**config.mk**
```make
export PLATFORM = sky130hd
export DESIGN_NAME = uart_tx_param
export DESIGN_NICKNAME = d
export VERILOG_FILES = /design/src/rtl/uart_tx_param.sv
export SDC_FILE = /design/constraint.sdc
export NUM_CORES = 1
export LEC_CHECK = 0
export BUFFER_PORTS_ARGS = -buffer_cell sky130_fd_sc_hd__buf_2
export CORE_ASPECT_RATIO = 1.25
export CORE_MARGIN = 4
export CORE_UTILIZATION = 50
export DETAILED_ROUTE_END_ITERATION = 16
export PLACE_DENSITY = 0.7
export SETUP_SLACK_MARGIN = 0.3
export SYNTH_ARGS = -nofsm -noshare
export SYNTH_HDL_FRONTEND = slang
export SYNTH_SLANG_ARGS = --single-unit
```
**constraint.sdc**
```tcl
create_clock -name clk -period 3.9 [get_ports clk]
set_input_delay 0.195 -clock clk [delete_from_list [all_inputs] [get_ports clk]]
set_output_delay 0.195 -clock clk [all_outputs]
set_load 0.01 [all_outputs]
```
**src/rtl/uart_tx_param.sv**
```systemverilog
// ---------------------------------------------------------------------------
// uart_tx_param
// Parametrised UART transmitter. Each accepted DATA_W-bit word is sent as one
// frame: a start bit (0), the data bits LSB first, an optional even/odd parity
// bit and STOP_BITS stop bits (1). Every serial bit is held for CLKS_PER_BIT
// clocks. The upstream side is a plain valid/ready handshake.
//
// Ports
//   clk       in   1       clock, all state changes on the rising edge
//   rst       in   1       asynchronous, active-high reset
//   tx_data   in   DATA_W  word to send, sampled only when accepted
//   tx_valid  in   1       tx_data holds a word to send
//   tx_ready  out  1       a word can be accepted (high only in IDLE)
//   u_tx      out  1       serial line, idles high
//   tx_busy   out  1       a frame is in progress
//   tx_done   out  1       one-cycle pulse in the first IDLE cycle after a frame
// ---------------------------------------------------------------------------
module uart_tx_param #(
  parameter int DATA_W       = 8,
  parameter int CLKS_PER_BIT = 16,
  parameter int PARITY_EN    = 1,
  parameter int PARITY_ODD   = 0,
  parameter int STOP_BITS    = 1
) (
  input  logic              clk,
  input  logic              rst,
  input  logic [DATA_W-1:0] tx_data,
  input  logic              tx_valid,
  output logic              tx_ready,
  output logic              u_tx,
  output logic              tx_busy,
  output logic              tx_done
);

  localparam int CNT_W = (CLKS_PER_BIT > 1) ? $clog2(CLKS_PER_BIT) : 1;
  localparam int IDX_W = $clog2(DATA_W);

  typedef enum logic [2:0] {
    IDLE,
    START,
    DATA,
    PARITY,
    STOP
  } state_t;

  state_t            state;
  logic [CNT_W-1:0]  baud_cnt;
  logic [IDX_W-1:0]  bit_idx;
  logic [DATA_W-1:0] data_reg;
  logic              bit_end;
  logic              parity_bit;
  logic [IDX_W-1:0]  next_idx;

  assign bit_end    = (baud_cnt == CNT_W'(CLKS_PER_BIT - 1));
  assign parity_bit = (PARITY_ODD != 0) ? ~(^data_reg) : (^data_reg);
  assign next_idx   = bit_idx + IDX_W'(1);

  // The line value for the next bit is loaded at the same edge that moves the
  // FSM on, so u_tx is a plain register and only changes at bit boundaries.
  // bit_idx counts data bits in DATA and is reused to count stop bits in STOP.
  always_ff @(posedge clk or posedge rst) begin
    if (rst) begin
      state    <= IDLE;
      baud_cnt <= '0;
      bit_idx  <= '0;
      data_reg <= '0;
      u_tx     <= 1'b1;
      tx_busy  <= 1'b0;
      tx_done  <= 1'b0;
      tx_ready <= 1'b1;
    end else begin
      tx_done <= 1'b0;
      case (state)
        IDLE: begin
          baud_cnt <= '0;
          bit_idx  <= '0;
          u_tx     <= 1'b1;
          if (tx_valid) begin
            data_reg <= tx_data;
            state    <= START;
            u_tx     <= 1'b0;
            tx_ready <= 1'b0;
            tx_busy  <= 1'b1;
          end
        end

        START: begin
          if (bit_end) begin
            baud_cnt <= '0;
            bit_idx  <= '0;
            state    <= DATA;
            u_tx     <= data_reg[0];
          end else begin
            baud_cnt <= baud_cnt + CNT_W'(1);
          end
        end

        DATA: begin
          if (bit_end) begin
            baud_cnt <= '0;
            if (bit_idx == IDX_W'(DATA_W - 1)) begin
              bit_idx <= '0;
              if (PARITY_EN != 0) begin
                state <= PARITY;
                u_tx  <= parity_bit;
              end else begin
                state <= STOP;
                u_tx  <= 1'b1;
              end
            end else begin
              bit_idx <= next_idx;
              u_tx    <= data_reg[next_idx];
            end
          end else begin
            baud_cnt <= baud_cnt + CNT_W'(1);
          end
        end

        PARITY: begin
          if (bit_end) begin
            baud_cnt <= '0;
            state    <= STOP;
            u_tx     <= 1'b1;
          end else begin
            baud_cnt <= baud_cnt + CNT_W'(1);
          end
        end

        STOP: begin
          if (bit_end) begin
            baud_cnt <= '0;
            if (bit_idx == IDX_W'(STOP_BITS - 1)) begin
              bit_idx  <= '0;
              state    <= IDLE;
              tx_done  <= 1'b1;
              tx_ready <= 1'b1;
              tx_busy  <= 1'b0;
            end else begin
              bit_idx <= next_idx;
            end
          end else begin
            baud_cnt <= baud_cnt + CNT_W'(1);
          end
        end

        default: begin
          state    <= IDLE;
          baud_cnt <= '0;
          bit_idx  <= '0;
          u_tx     <= 1'b1;
          tx_busy  <= 1'b0;
          tx_ready <= 1'b1;
        end
      endcase
    end
  end

endmodule

```
==> summary.md, run 1 <==
| Metric | Value |
|---|---|
| Status | `complete, no violations` |
| Yosys reg bits | `22` |
| Critical Path Source Type | `flop` |
| Setup TNS | `0 ns` |
| Vias in the first global route | `958` |
| Vias post-DR | `907` |
| Hold_buf cts | `0` |
| Inserted Clock Buffers | `3` |
| Synth Area per Inst | `10.4 um^2` |
| Reg2Reg Depth | `6` |
| Worst-margin pin slew | `0.832 ns` |
| Root Buffer | `clkbuf_4` |
| RR Endpoint | `u_tx` |
| Placed Cells | `158` |
| Setup crit end kind | `flop` |
| Worst Path Arrival | `2.39 ns` |
| Reg clk slew, reported paths | `0.12 ns` |
| Seq/Total Area, Yosys | `0.449` |
| Fill cells | `208` |
| Net Sw Power | `72.9 uW` |
| Initial core utilization | `0.540` |
| Relative max-transition margin | `0.445` |
| Post-Syn Nets | `133` |
| Final ANT Viol Nets | `0` |
| Clock power frac | `0.343` |
| Initial antenna violation count | `0` |
| Die height | `63.5 um` |
| Required time of the critical path | `4.14 ns` |
| Core ar. | `0.00228 mm^2` |
| Skew-Pair Late Insertion Delay | `0.30 ns` |
| GRT Residual Overflow | `0` |
| # diodes | `0` |
| Initial drt markers | `29` |
| Final period util | `0.551` |
| Leakage power | `0.000637 uW` |
| Clock skew | `0.00713 ns` |
| FF-to-FF Start | `bit_idx[0]` |
| Internal Power | `289 uW` |
| Post-CTS Resized | `0` |
| Largest net degree at the start of global routing | `23` |
| Most used cell, CP | `ha_1` |
| Comb power frac | `0.026` |
| Htree depth | `1` |
| Worst VDD drop | `253 uV` |
| Max Clk Rate | `0.466 GHz` |
| Pwr/cell area | `267 mW/mm^2` |
| Cell variety after synth | `37` |
| Port Buffers | `14` |
| Tot GR Track Use | `0.162` |
| Ys async rst share | `1.00` |
| Final hold vios | `0` |
| Crit-path cells | `ha_1 > ha_1 > and2b_1 > a2111oi_0 > and4bb_1 > a311o_1` |
| Fin cells | `162` |
| Period minus WS final | `2.15 ns` |
| Wirelength per Cell | `14.3 um` |
| Max_cap viols | `0` |
| DP Wirelength | `1.76 mm` |
| FP Rows | `19` |
| Reg power frac | `0.631` |
| Top-count cell post-synth | `dfrtp_1` |
| Drt first pass iters | `4` |
| Max stage delay on crit path | `0.48 ns` |
| RSZ-0062 raised after global routing | `no` |
| Routability cong. | `0.807` |
| Area growth syn-to-layout | `9.85%` |
| Fin nets | `147` |
| Cells after Synth | `118` |
| Fin util | `0.593` |
| Synth area leader | `dfrtp_1` |
| EDFF count, synth | `0` |
| Fraction of layout cells with a size suffix above 1 | `0.244` |
| I/O pins | `15` |
| Clk buf depth | `2` |
| Post-synth top cells | `dfrtp_1 (20), inv_1 (11), xnor2_1 (9)` |
| Die X | `52.4 um` |
| Die area | `0.00333 mm^2` |
| Crit Path Class | `flop to flop` |
| R2r setup slk | `1.75 ns` |
| WL final | `2.32 mm` |
| Worst min path class | `primary input to async pin` |
| Post CTS Setup Buffer Count | `0` |
| Worst Setup SP | `bit_idx[0]` |
| Post-synth top flop | `dfrtp_1` |
| Critical path peak fanout | `7` |
| First-pass GRT wire length | `4.15 mm` |
| Synth warn | `0` |
| Remaining DRCs | `0` |
| Avg Vias per Cell | `5.60` |
| Post-synth top area share | `0.406` |
| Post-synthesis cell area | `0.00123 mm^2` |
| CTS sink count | `22` |
| CP max stage cell | `dfrtp_1` |
| Max reg flops | `8` |
| Area contributors post-synth | `dfrtp_1 (41%), mux2_2 (7.3%), xnor2_1 (6.4%)` |
| Sw Share | `0.202` |
| Setup-failing EPs final | `0` |
| Max-slew violations | `0` |
| CTS tree | `yes` |
==> metrics by stage <==
| stage | setup WS (ns) | instance area, um^2 | hold WS, ns | total power, uW |
|---|---|---|---|---|
| 6_report | 1.75 | 1350 | 0.0366 | 362 |
| 3_5_place_dp | 1.76 | 1320 | 0.399 | 242 |
| 2_1_floorplan | 1.90 | 1230 | 0.183 | 236 |
| 3_3_place_gp | 1.81 | 1320 | 0.395 | 242 |
| 5_1_grt | 1.47 | 1350 | 0.0996 | 378 |
| 4_1_cts | 1.74 | 1350 | 0.0580 | 367 |
==> final cells by class <==
class / count / area (um^2) / share of cell area
multi-input cells: 80 / 614 / 0.454
flip-flops and latches: 22 / 553 / 0.409
repair buffers: 14 / 70.1 / 0.0518
inverters: 11 / 41.3 / 0.0305
well taps: 31 / 38.8 / 0.0287
clock buffers: 4 / 36.3 / 0.0268
==> critical path: cells and delay by family, from the launching register on <==
kind	cells	cell delay, ns
AO/OA/AOI/OAI	2	0.59
AND/OR/NAND/NOR	2	0.43
adder cells (fa/ha/maj)	2	0.61
flip-flops	1	0.48
==> cells in the final DEF, fill, tap and decap left out, drive strengths merged, types with 2 or more instances in the layout <==
master   n
dfrtp   20
buf     14
inv     11
mux2    10
xnor2    9
nor2     9
a21oi    8
ha       4
clkbuf   4
a31oi    3
a221oi   3
nand3    3
o21ai    3
nor3     3
and3     2
nand2    2
nand2b   2
xor2     2
o22ai    2
dfstp    2
or3b     2
==> logic make-up after synthesis <==
family                     after synthesis  share of synthesized area
muxes                                   12                      0.118
adders and majority gates                4                     0.0406
AOI/OAI and AO/OA                       24                      0.126
buffers and inverters                   16                     0.0528
DFF                                     22                      0.449
and+or+nand+nor                         29                      0.136
xor gates and xnor gates                11                     0.0782
==> worst max-delay path by stage <==
stage / slack (ns) / endpoint
finish: 1.75 / u_tx
global route: 1.47 / u_tx
CTS: 1.74 / u_tx
detailed placement: 1.76 / u_tx
global placement: 1.81 / u_tx
floorplan: 1.90 / u_tx
==> layer usage <==
layer,wire [um],track usage,part of all wire
met5,0,0,0
met4,10,0.0479,0.0043
met3,75,0.0212,0.032
met2,1260,0.284,0.54
met1,971,0.200,0.42
==> power by group through the flow <==
| stage | Sequential, uW | Combinational [uW] | Clock [uW] |
|---|---|---|---|
| floorplan | 232 | 3.48 | 0 |
| global placement | 232 | 9.51 | 0 |
| detailed placement | 232 | 10.0 | 0 |
| CTS | 228 | 10.0 | 129 |
| global route | 228 | 11.2 | 139 |
| finish | 228 | 9.54 | 124 |
No activity file was read; power rests on OpenSTA's default activity.
==> run 2, diff against run 1 <==
==> constraint.sdc (replaced) <==
create_clock -name clk -period 2.15 [get_ports clk]
set_input_delay 0.1075 -clock clk [delete_from_list [all_inputs] [get_ports clk]]
set_output_delay 0.1075 -clock clk [all_outputs]
set_load 0.01 [all_outputs]
==> run 2 against run 1 <==
  * Fmax rose by 16%
  * First-iteration DRC count fell by 83%
  * Die area stayed put
  * Cell count increased by 3.1%
  * Sequential power rose by 82%
  * Register-to-register slack worse by 1.5 ns
  * Global-route usage increased by 0.72 points
  * Hold slack lost 0.0062 ns
  * Clock power increased by 55%
  * Combinational power increased by 99%
  * Clock skew fell by 0.0053 ns
==> summary.md, run 2 (synthesis results as in run 1) <==
| Metric | Value |
|---|---|
| Initial core utilization | `0.540 (unchanged)` |
| Area growth syn-to-layout | `17.5%` |
| Die area | `0.00333 mm^2 (unchanged)` |
| Setup crit end kind | `flop` |
| Htree depth | `1 (unchanged)` |
| FP Rows | `19 (unchanged)` |
| Fraction of layout cells with a size suffix above 1 | `0.324 (+0.0793)` |
| Hold Path Sink | `data_reg[0]` |
| Required time of the critical path | `2.39 ns (-1.75 ns)` |
| Worst Path Arrival | `2.10 ns (-0.29 ns)` |
| Skew-Pair Late Insertion Delay | `0.30 ns (about the same)` |
| Die height | `63.5 um (unchanged)` |
| Port Buffers | `14 (unchanged)` |
| Placed cell area | `0.00134 mm^2 (+1.7%)` |
| Worst min path class | `primary input to flop` |
| Finished Cell Area | `0.00145 mm^2 (+6.9%)` |
| RSZ-0062 raised after global routing | `yes` |
| Leakage power | `0.000650 uW (+2.0%)` |
| Max Clk Rate | `0.538 GHz (+16%)` |
| Vias post-DR | `920 (+1.4%)` |
| Largest net degree at the start of global routing | `23 (unchanged)` |
| GRT Residual Overflow | `0 (unchanged)` |
| Pwr/cell area | `432 mW/mm^2 (+62%)` |
| Fin nets | `152 (+3.4%)` |
| Inserted Clock Buffers | `3 (unchanged)` |
| Die X | `52.4 um (unchanged)` |
| Crit path buffers/inverters | `1 (+1)` |
| Relative max-transition margin | `0.425 (-0.0194)` |
| Most common cell after layout, fill and taps aside | `dfrtp_1` |
| CTS tree | `yes` |
| Worst VDD drop | `381 uV (+50%)` |
| WL final | `2.46 mm (+6.3%)` |
| Setup TNS | `0 ns (unchanged)` |
| First-pass GRT wire length | `4.33 mm (+4.2%)` |
| Initial antenna violation count | `0 (unchanged)` |
| Max-slew violations | `0 (unchanged)` |
| Final hold vios | `0 (unchanged)` |
| Setup-failing EPs final | `0 (unchanged)` |
| Crit path depth | `7 (+1)` |
| Core ar. | `0.00228 mm^2 (unchanged)` |
| R2r setup slk | `0.29 ns (-1.46 ns)` |
| Status | `complete, no violations` |
| Period minus WS final | `1.86 ns (-0.290 ns)` |
| I/O pins | `15 (unchanged)` |
| Tot GR Track Use | `0.169 (+0.00722)` |
| Max stage delay on crit path | `0.40 ns (-0.08 ns)` |
| DP Wirelength | `1.79 mm (+1.9%)` |
| Reg2Reg Depth | `7 (+1)` |
| Routability cong. | `0.776 (-3.9%)` |
| RR Endpoint | `u_tx` |
| Clock skew | `0.00187 ns (-0.00526 ns)` |
| Wirelength per Cell | `14.7 um (+3.2%)` |
| # diodes | `0 (unchanged)` |
| Vias in the first global route | `936 (-2.3%)` |
| Critical Path Source Type | `flop` |
| Hold Path Stages | `2` |
| Fill cells | `202 (-2.9%)` |
| Drt first pass iters | `4 (unchanged)` |
| Final ANT Viol Nets | `0 (unchanged)` |
| Most frequent cells in the layout | `dfrtp_1 (18), buf_2 (14), inv_1 (11)` |
| CP max stage cell | `dfrtp_1` |
| Initial drt markers | `5 (-83%)` |
| Max reg flops | `8 (unchanged)` |
| Reg clk slew, reported paths | `0.12 ns (about the same)` |
| Crit-path cells | `ha_2 > ha_4 > buf_6 > mux4_2 > nor2_2 > and4bb_1 > a311o_1` |
| Worst-margin pin slew | `0.861 ns (+0.0291 ns)` |
| Clk buf depth | `2 (unchanged)` |
| Root Buffer | `clkbuf_4` |
| Max_cap viols | `0 (unchanged)` |
| Largest delay contributor family on the critical path | `adder cells` |
| CTS sink count | `22 (unchanged)` |
| FF-to-FF Start | `bit_idx[0]` |
| Avg Vias per Cell | `5.51 (-1.6%)` |
| Final period util | `0.864 (+0.314)` |
| Crit Path Class | `flop to flop` |
| Hold_sp | `tx_data[0]` |
| Critical path peak fanout | `3 (-4)` |
| Remaining DRCs | `0 (unchanged)` |
[run 2: repair_timing]
action	in CTS	in global routing
pin swaps	4	1
setup buffers	3	0
hold buffers	1	0
endpoints found under the hold margin	20	0
endpoints found under the setup margin	3	11
resized for setup	2	9
cloned	0	0
[run 2: layer usage]
layer | global-route usage | up-vias | part of all wire
met2 | 0.297 | 13 | 0.56
met3 | 0.0236 | 2 | 0.023
met1 | 0.214 | 456 | 0.41
li1 | - | 449 | -
met5 | 0 | - | 0
met4 | 0.0383 | 0 | 0.0069
[run 2: through the flow]
stage	worst slack (ns)	power (uW)	cells	util	hold WS (ns)
after floorplan	0.234	428	118	-	0.0952
after global placement	0.243	439	159	0.587	0.304
after detailed placement	0.203	440	159	0.587	0.318
after CTS	0.283	633	167	0.618	0.0228
after global routing	0.232	648	167	0.634	0.0240
final	0.292	625	167	0.634	0.0304
[run 2: power breakdown]
group	switching [uW]	internal, uW	total, uW
sequential	0	414	414
clock	120	72.3	192
combinational	11.3	7.70	19.0
[run 2: how the worst max path moves through the flow]
stage | start | end | slack [ns]
detailed placement | bit_idx[1] | u_tx | 0.20
floorplan | bit_idx[0] | u_tx | 0.23
global route | bit_idx[0] | u_tx | 0.23
CTS | bit_idx[0] | u_tx | 0.28
finish | bit_idx[0] | u_tx | 0.29
global placement | bit_idx[1] | u_tx | 0.24
[run 2: final cells by class]
class                   instances  area [um^2]  area share
multi-input cells              80          672       0.464
flip-flops and latches         22          556       0.384
repair buffers                 19          114      0.0787
inverters                      11         41.3      0.0285
well taps                      31         38.8      0.0268
clock buffers                   4         26.3      0.0182
==> run 3, diff against run 2 <==
--- a/config.mk
+++ b/config.mk
@@ -10,6 +10,7 @@
 export CORE_MARGIN = 4
 export CORE_UTILIZATION = 50
 export DETAILED_ROUTE_END_ITERATION = 16
+export HOLD_SLACK_MARGIN = 0.08
 export PLACE_DENSITY = 0.7
 export SETUP_SLACK_MARGIN = 0.3
 export SYNTH_ARGS = -nofsm -noshare
==> run 3 against run 2 <==
  * Combinational power increased by 60%
  * Register-to-register slack got worse by 0.02 ns
  * Global-route usage grew 0.62 points
  * Clock power about the same
  * Clock skew is essentially flat
  * Hold slack better by 0.078 ns
  * Die area did not move
  * First-iteration DRC count rose by 140%
  * Setup slack worse by 0.017 ns
  * Critical endpoint unchanged
==> summary.md, run 3 (synthesis results as in run 1) <==
| Metric | Value |
|---|---|
| Initial drt markers | `12 (+7)` |
| Die height | `63.5 um (unchanged)` |
| Htree depth | `1 (unchanged)` |
| Max-slew violations | `0 (unchanged)` |
| I/O pins | `15 (unchanged)` |
| Most frequent cells in the layout | `dfrtp_1 (18), buf_2 (14), inv_1 (11)` |
| R2r setup slk | `0.28 ns (-0.02 ns)` |
| Vias in the first global route | `960 (+2.6%)` |
| Tot GR Track Use | `0.175 (+0.00619)` |
| Reg power frac | `0.650 (-0.012)` |
| Final hold vios | `0 (unchanged)` |
| Worst min path class | `primary input to flop` |
| Initial antenna violation count | `0 (unchanged)` |
| Worst VDD drop | `384 uV (+0.84%)` |
| Critical path peak fanout | `3 (unchanged)` |
| WL final | `2.58 mm (+4.9%)` |
| Initial core utilization | `0.540 (unchanged)` |
| Setup crit end kind | `flop` |
| Final WS setup | `0.275 ns (-0.0167 ns)` |
| Pwr/cell area | `417 mW/mm^2 (-3.4%)` |
| Inserted Clock Buffers | `3 (unchanged)` |
| Skew-Pair Late Insertion Delay | `0.30 ns (about the same)` |
| Net Sw Power | `134 uW (+2.1%)` |
| Fraction of layout cells with a size suffix above 1 | `0.306 (-0.0180)` |
| # diodes | `0 (unchanged)` |
| RSZ-0062 raised after global routing | `yes` |
| Internal Power | `503 uW (+1.9%)` |
| Root Buffer | `clkbuf_4` |
| Routability cong. | `0.776 (unchanged)` |
| Core ar. | `0.00228 mm^2 (unchanged)` |
| Crit Path Class | `flop to flop` |
| Die X | `52.4 um (unchanged)` |
| Reg2Reg Depth | `7 (unchanged)` |
| Final period util | `0.872 (+0.00777)` |
| FP Rows | `19 (unchanged)` |
| Worst-margin pin slew | `0.858 ns (-0.00295 ns)` |
| Drt first pass iters | `4 (unchanged)` |
| Clock skew | `0.00184 ns (-0.0000369 ns)` |
| Setup TNS | `0 ns (unchanged)` |
| First-pass GRT wire length | `4.48 mm (+3.5%)` |
| CP endpoint | `u_tx` |
| Vias post-DR | `951 (+3.4%)` |
| Max_cap viols | `0 (unchanged)` |
| GRT Residual Overflow | `0 (unchanged)` |
| Die area | `0.00333 mm^2 (unchanged)` |
| Reg clk slew, reported paths | `0.12 ns (about the same)` |
| Clk buf depth | `2 (unchanged)` |
| Clock power frac | `0.303 (-0.004)` |
| Worst Path Arrival | `2.12 ns (+0.02 ns)` |
| Max Clk Rate | `0.533 GHz (-0.89%)` |
| CTS tree | `yes` |
| Fin nets | `160 (+5.3%)` |
| Avg Vias per Cell | `5.43 (-1.4%)` |
| Leakage power | `0.000683 uW (+5.1%)` |
| Largest net degree at the start of global routing | `23 (unchanged)` |
| Max reg flops | `8 (unchanged)` |
| Most common cell after layout, fill and taps aside | `dfrtp_1` |
| Required time of the critical path | `2.39 ns (about the same)` |
| Port Buffers | `14 (unchanged)` |
| DP Wirelength | `1.79 mm (unchanged)` |
| Remaining DRCs | `0 (unchanged)` |
| Relative max-transition margin | `0.427 (+0.00197)` |
| CTS sink count | `22 (unchanged)` |
| Setup-failing EPs final | `0 (unchanged)` |
| WHS | `0.109 ns (+0.0782 ns)` |
| FF-to-FF Start | `bit_idx[0]` |
| Comb power frac | `0.048 (+0.018)` |
| Dpl ws | `0.203 ns (unchanged)` |
| Area growth syn-to-layout | `24.0%` |
| Critical Path Source Type | `flop` |
| Worst Setup SP | `bit_idx[0]` |
| Sw Share | `0.210 (+0.000283)` |
| Wirelength per Cell | `14.8 um (+0.12%)` |
| Status | `complete, no violations` |
| Final ANT Viol Nets | `0 (unchanged)` |
| RR Endpoint | `u_tx` |
| Period minus WS final | `1.87 ns (+0.0167 ns)` |
-- run 3: cell type report --
class,count,area [um^2]
inverter,11,41.3
sequential,22,556
timing repair buffer,27,194
fill,189,754
multi-input combinational,80,672
clock buffer,4,26.3
tap,31,38.8
-- run 3: stage by stage --
| step | std cells | utilization | power [uW] | instance area, um^2 |
|---|---|---|---|---|
| 4_1_cts | 175 | 0.654 | 644 | 1490 |
| 5_1_grt | 175 | 0.669 | 660 | 1530 |
| 3_3_place_gp | 159 | 0.587 | 439 | 1340 |
| 2_1_floorplan | 118 | - | 428 | 1250 |
| 6_report | 175 | 0.669 | 637 | 1530 |
| 3_5_place_dp | 159 | 0.587 | 440 | 1340 |
-- run 3: power groups by stage --
stage	logic, uW	clock network [uW]	registers (uW)
after detailed placement	18.2	0	422
final	30.4	193	414
after global routing	34.3	212	414
after CTS	30.4	199	414
after floorplan	6.32	0	422
after global placement	17.2	0	422
-- run 3: metal layers --
layer,GRT usage,routed length (um),vias to the layer above,share of wire
met1,0.223,1050,468,0.41
met5,0,0,-,0
met3,0.0212,68,2,0.026
li1,-,-,464,-
met4,0.0383,17,0,0.0066
met2,0.309,1450,17,0.56
-- run 3: repair_timing --
| item | 4_1_cts | 5_1_grt |
|---|---|---|
| hold endpoints to repair | 28 | 0 |
| endpoints found under the setup margin | 3 | 11 |
| gates resized for setup | 2 | 9 |
| pin swaps | 4 | 1 |
| hold buffers | 9 | 0 |
| setup buffers | 3 | 0 |
-- run 3: how the worst min path moves through the flow --
stage             start     endpoint  slack, ns  cells past startpoint
6_report       tx_valid     tx_ready       0.11                      4
5_1_grt        tx_valid      tx_busy       0.15                      3
3_3_place_gp        rst  baud_cnt[1]       0.30                      2
4_1_cts        tx_valid     tx_ready       0.09                      4
3_5_place_dp        rst   bit_idx[1]       0.32                      2
2_1_floorplan       rst  baud_cnt[0]        0.1                      1
-- run 3: worst max-delay path, cell delays in order (launching register included) --
cell and delay [ns]:
dfrtp_1 0.40, ha_2 0.20, ha_4 0.28, buf_6 0.10, mux4_2 0.29, nor2_2 0.09, and4bb_1 0.18, a311o_1 0.27
